$ cat src/rtl/ped_signal_controller.sv
// Pedestrian WALK/DONT_WALK controller for a two-way crossing. Each crossing has
// its own debounced request latch and an IDLE/WALK/FLASH sequencer keyed to its green lamp.
module ped_signal_controller #(
   parameter int DEBOUNCE_CYCLES = 4,
   parameter int WALK_CYCLES     = 10,
   parameter int FLASH_CYCLES    = 8,
   parameter int FLASH_HALF      = 2
) (
   input  logic clk,
   input  logic reset,
   input  logic ns_red,
   input  logic ns_yellow,
   input  logic ns_green,
   input  logic ew_red,
   input  logic ew_yellow,
   input  logic ew_green,
   input  logic ns_ped_btn,
   input  logic ew_ped_btn,
   output logic ns_walk,
   output logic ew_walk,
   output logic ns_dont_walk,
   output logic ew_dont_walk,
   output logic ns_req_pending,
   output logic ew_req_pending,
   output logic fault
);

   localparam int MAX_A = (WALK_CYCLES > FLASH_CYCLES) ? WALK_CYCLES : FLASH_CYCLES;
   localparam int MAX_B = (DEBOUNCE_CYCLES > FLASH_HALF) ? DEBOUNCE_CYCLES : FLASH_HALF;
   localparam int MAX_P = (MAX_A > MAX_B) ? MAX_A : MAX_B;
   localparam int CW    = $clog2(MAX_P + 1);

   localparam logic [CW-1:0] DEB_LAST   = CW'(DEBOUNCE_CYCLES - 1);
   localparam logic [CW-1:0] WALK_LAST  = CW'(WALK_CYCLES - 1);
   localparam logic [CW-1:0] FLASH_LAST = CW'(FLASH_CYCLES - 1);
   localparam logic [CW-1:0] HALF_LAST  = CW'(FLASH_HALF - 1);

   typedef enum logic [1:0] {IDLE, WALK, FLASH} ped_state_t;

   logic [1:0] btn_vec, green_vec, red_vec;
   logic [1:0] walk_vec, dont_walk_vec, pending_vec;
   logic       fault_reg, fault_cond, fault_set, ns_one_lamp, ew_one_lamp;

   assign btn_vec   = {ew_ped_btn, ns_ped_btn};
   assign green_vec = {ew_green, ns_green};
   assign red_vec   = {ew_red, ns_red};

   // Exactly one lamp lit: odd parity rules out 0 and 2, the AND term rules out 3.
   assign ns_one_lamp = (ns_red ^ ns_yellow ^ ns_green) & ~(ns_red & ns_yellow & ns_green);
   assign ew_one_lamp = (ew_red ^ ew_yellow ^ ew_green) & ~(ew_red & ew_yellow & ew_green);
   assign fault_cond  = (ns_green & ew_green) | ~ns_one_lamp | ~ew_one_lamp;
   assign fault_set   = fault_reg | fault_cond;

   always_ff @(posedge clk) begin
      if (reset)
         fault_reg <= 1'b0;
      else if (fault_cond)
         fault_reg <= 1'b1;
   end

   generate
      for (genvar gi = 0; gi < 2; gi++) begin : g_chan
         logic [1:0]    sync_reg;
         logic          level_reg, level_prev_reg, green_prev_reg;
         logic [CW-1:0] deb_cnt_reg, int_cnt_reg, half_cnt_reg;
         logic          walk_reg, dont_walk_reg, pending_reg;
         ped_state_t    state_reg;
         logic          press_rise, green_rise;

         assign press_rise = level_reg & ~level_prev_reg;
         assign green_rise = green_vec[gi] & ~green_prev_reg;

         always_ff @(posedge clk) begin
            if (reset) begin
               sync_reg       <= 2'b00;
               level_reg      <= 1'b0;
               level_prev_reg <= 1'b0;
               deb_cnt_reg    <= '0;
            end else begin
               sync_reg       <= {sync_reg[0], btn_vec[gi]};
               level_prev_reg <= level_reg;
               if (sync_reg[1] != level_reg) begin
                  if (deb_cnt_reg == DEB_LAST) begin
                     level_reg   <= sync_reg[1];
                     deb_cnt_reg <= '0;
                  end else begin
                     deb_cnt_reg <= deb_cnt_reg + 1'b1;
                  end
               end else begin
                  deb_cnt_reg <= '0;
               end
            end
         end

         // Lamp registers are loaded alongside the state so they always decode the state register.
         always_ff @(posedge clk) begin
            if (reset) begin
               state_reg      <= IDLE;
               int_cnt_reg    <= '0;
               half_cnt_reg   <= '0;
               walk_reg       <= 1'b0;
               dont_walk_reg  <= 1'b1;
               pending_reg    <= 1'b0;
               green_prev_reg <= 1'b1;
            end else begin
               green_prev_reg <= green_vec[gi];
               if (fault_set) begin
                  state_reg     <= IDLE;
                  int_cnt_reg   <= '0;
                  half_cnt_reg  <= '0;
                  walk_reg      <= 1'b0;
                  dont_walk_reg <= 1'b1;
                  pending_reg   <= 1'b0;
               end else begin
                  case (state_reg)
                     IDLE: begin
                        if (green_rise && pending_reg) begin
                           state_reg     <= WALK;
                           int_cnt_reg   <= '0;
                           walk_reg      <= 1'b1;
                           dont_walk_reg <= 1'b0;
                           pending_reg   <= 1'b0;
                        end else if (press_rise) begin
                           pending_reg <= 1'b1;
                        end
                     end
                     WALK: begin
                        if (!green_vec[gi] || int_cnt_reg == WALK_LAST) begin
                           state_reg     <= FLASH;
                           int_cnt_reg   <= '0;
                           half_cnt_reg  <= '0;
                           walk_reg      <= 1'b0;
                           dont_walk_reg <= 1'b1;
                        end else begin
                           int_cnt_reg <= int_cnt_reg + 1'b1;
                        end
                     end
                     FLASH: begin
                        if (red_vec[gi] || int_cnt_reg == FLASH_LAST) begin
                           state_reg     <= IDLE;
                           int_cnt_reg   <= '0;
                           half_cnt_reg  <= '0;
                           dont_walk_reg <= 1'b1;
                        end else begin
                           int_cnt_reg <= int_cnt_reg + 1'b1;
                           if (half_cnt_reg == HALF_LAST) begin
                              half_cnt_reg  <= '0;
                              dont_walk_reg <= ~dont_walk_reg;
                           end else begin
                              half_cnt_reg <= half_cnt_reg + 1'b1;
                           end
                        end
                     end
                     default: begin
                        state_reg     <= IDLE;
                        walk_reg      <= 1'b0;
                        dont_walk_reg <= 1'b1;
                     end
                  endcase
               end
            end
         end

         assign walk_vec[gi]      = walk_reg;
         assign dont_walk_vec[gi] = dont_walk_reg;
         assign pending_vec[gi]   = pending_reg;
      end
   endgenerate

   assign ns_walk        = walk_vec[0];
   assign ew_walk        = walk_vec[1];
   assign ns_dont_walk   = dont_walk_vec[0];
   assign ew_dont_walk   = dont_walk_vec[1];
   assign ns_req_pending = pending_vec[0];
   assign ew_req_pending = pending_vec[1];
   assign fault          = fault_reg;

endmodule

$ cat config.mk
export PLATFORM = sky130hd
export DESIGN_NAME = ped_signal_controller
export DESIGN_NICKNAME = d
export VERILOG_FILES = /design/src/rtl/ped_signal_controller.sv
export SDC_FILE = /design/constraint.sdc
export NUM_CORES = 1
export LEC_CHECK = 0
export BUFFER_PORTS_ARGS = -buffer_cell sky130_fd_sc_hd__buf_2
export CORE_MARGIN = 1
export CORE_UTILIZATION = 60
export DETAILED_ROUTE_END_ITERATION = 16
export PLACE_DENSITY = 0.84
export SLEW_MARGIN = 20
export SYNTH_ARGS = -nofsm -noshare
export SYNTH_HDL_FRONTEND = slang
export SYNTH_SLANG_ARGS = --single-unit
$ cat constraint.sdc
create_clock -name clk -period 4.9 [get_ports clk]
set_clock_uncertainty 0.1 [all_clocks]
set_input_delay 0.245 -clock clk [delete_from_list [all_inputs] [get_ports clk]]
set_output_delay 0.245 -clock clk [all_outputs]
set_load 0.01 [all_outputs]
==> results by group <==
Cells and area
  • Final core occ: 68.2%
  • Area grow syn2layout: 8.59%
  • Final nets: 304
  • Non-filler instance count after layout: 322
  • Layout cells sized above 1: 10.9%
  • Ant diodes: 0

Route
  • DR vias/cell: 5.83
  • Routed wire length: 4380 um
  • Initial DRC Count: 103
  • DR WL/cell: 13.6 um
  • Detailed-route DRC error count: 0
  • Vias: 1877
  • 1st-pass router iterations: 4
  • Number of routed nets with antenna violations: 0

Synthesis
  • Post-synth top area cell: dfxtp_1
  • Post-Syn Area: 2320 um2
  • Post-synthesis cell type count: 44
  • Yosys warnings: 0
  • Cells after Synth: 257
  • Post-synth top area share: 38.9%
  • Post-synth net total: 287
  • FFs w/ async S/R, synth: 0%
  • Post-synth EDFFs: 0
  • Sequential share of the synthesized area: 38.9%
  • Main synth FF type: dfxtp_1
  • Largest cells by area after synthesis: dfxtp_1, ha_1, nand3b_1
  • Syn avg cell area: 9.01 um2
  • Synth Register Bits: 45

Global route
  • Grt total ovfl: 0
  • First-pass GRT wire length: 7620 um
  • GR Util All Layers: 23.6%
  • Largest net degree at the start of global routing: 27
  • Number of global-route vias before repair: 1857
  • Initial antenna violation count: 0

CTS
  • Clock-pin slew on the worst setup and hold paths: 80 ps
  • Clk_lat worst skew: 290 ps
  • TritonCTS buffer count: 5
  • Root Buffer: clkbuf_8
  • Clock Tree Buf Depth: 2
  • Post-CTS Hold Buffers: 0
  • CTS tree: yes
  • CTS resizes: 0
  • Clock tree sinks: 45
  • Setup Buffers After CTS: 0
  • H-tree levels: 2

Pwr
  • VDD IR max: 0.000252 V
  • PwrDens: 261 nW/um2
  • Leakage: 0.915 nW

Critical path
  • RR Startpoint: g_chan[1].state_reg[0]
  • CP Launch Type: input port
  • Critical path endpoint: ns_dont_walk
  • WP data required: 4980 ps
  • Worst reg2reg path depth: 6
  • CP Capture Type: register
  • Register-to-register setup slack: 2870 ps
  • Setup CP Type: input port to register
  • Crit. Startpoint: ns_red
  • Reg-to-reg endpoint: g_chan[1].int_cnt_reg[3]
  • Arrival @ worst endpoint: 2500 ps
  • Critical Path Fanout Max: 26

Timing
  • Final Cycle Share: 49.4%
  • Setup TNS: 0 ps
  • Worst slew margin: 31.6%
  • Max Transition Viols Final: 0
  • Final WS setup: 2480 ps
  • Worst hold slack: 69.2 ps
  • Fin crit period: 2420 ps
  • Final hold violation count: 0
  • F_max: 0.413 GHz
  • RSZ-0062 raised after global routing: false
  • Finish-stage setup viols: 0
  • Worst slew pin tran: 1030 ps

Place
  • Setup WS pre-CTS: 2150 ps
  • Placed insts: 315
  • Port bufs: 16
  • GP Congestion: 0.811
  • Dpl hpwl: 3170 um

Die
  • Starting Density: 62.8%
  • Core ar.: 3690 um2
  • Die W: 64.1 um
  • Num ports: 17
  • Num rows: 22
  • Die ar.: 4110 um2
  • Die Ht: 64.1 um

Outcome
  • Status: completed

Min path
  • Hold WC Path Type: input port to register

Flow run
  • Max Cap Violations: 0
## cell usage in the layout, fill, tap and decap left out, drive strengths merged, types with 4 or more instances in the layout
master,instances
inv,12
a21oi,21
dfxtp,45
nand4b,4
nor3b,5
nor2b,6
xnor2,4
or3,4
a31oi,4
nand3b,17
nand2,13
nand3,13
buf,16
ha,20
nand2b,7
o21ai,11
nor2,24
clkbuf,5
## power breakdown
| group | leakage (nW) | internal [mW] | switching [mW] |
|---|---|---|---|
| logic | 0.496 | 0.00895 | 0.0102 |
| clock network | 0.0540 | 0.148 | 0.118 |
| registers | 0.364 | 0.369 | 0.00178 |
## logic make-up (layout without fill, tap and decap cells)
| kind of cell | after synthesis | after routing | share of synthesized area (%) |
|---|---|---|---|
| buf+inv | 18 | 35 | 3.89 |
| mux | 2 | 2 | 0.864 |
| xor+xnor | 6 | 6 | 2.27 |
| compound gates | 56 | 56 | 15.8 |
| flops | 45 | 45 | 38.9 |
| simple gates | 110 | 110 | 27.5 |
| fa+ha+maj | 20 | 20 | 10.8 |
## critical path: stages
cell and delay [ps]:
buf_2 110, ha_1 290, or4b_1 540, a221oi_2 290, nand2b_1 570, a211o_1 440
## worst min path at each step
stage / start / end / slack (ps) / depth (start not counted)
2_1_floorplan: reset / g_chan[1].level_prev_reg / 220 / 1
3_3_place_gp: g_chan[0].sync_reg[0] / g_chan[0].sync_reg[1] / 320 / 1
6_report: ns_ped_btn / g_chan[0].sync_reg[0] / 70 / 2
3_5_place_dp: g_chan[1].sync_reg[0] / g_chan[1].sync_reg[1] / 340 / 1
4_1_cts: ns_ped_btn / g_chan[0].sync_reg[0] / 60 / 2
5_1_grt: ns_ped_btn / g_chan[0].sync_reg[0] / 80 / 2
## per-layer routing
layer  GRT usage [%]  wire, um
met1            27.3      2000
met2            42.2      2200
met3            4.46       128
met4            10.0        47
met5               0         0
## cell type report
cell class	count	area [um2]
multi-input combinational	194	1330
fill	320	1170
sequential	45	901
timing repair buffer	16	80.1
clock buffer	5	68.8
tap	48	60.1
inverter	12	45.0
clock inverter	2	35.0
## through the flow
stage	instance area, um2	power [mW]
6_report	2510	0.656
5_1_grt	2510	0.681
4_1_cts	2510	0.663
3_5_place_dp	2410	0.399
3_3_place_gp	2410	0.398
2_1_floorplan	2320	0.391
## Yosys cell counts (3+ instances only)
cell type,number
inv_1,12
dfxtp_1,45
nor3b_1,5
nand4b_1,4
or3_1,4
nor2b_1,6
xnor2_1,4
nand3_1,13
nand3b_1,17
a31oi_1,3
o21ai_0,11
a21o_1,3
nor2_1,24
buf_6,3
ha_1,20
clkbuf_1,3
a22oi_1,3
nand2_1,13
or2_2,3
nand2b_1,7
a21oi_1,21
No activity file was read; power rests on OpenSTA's default activity.
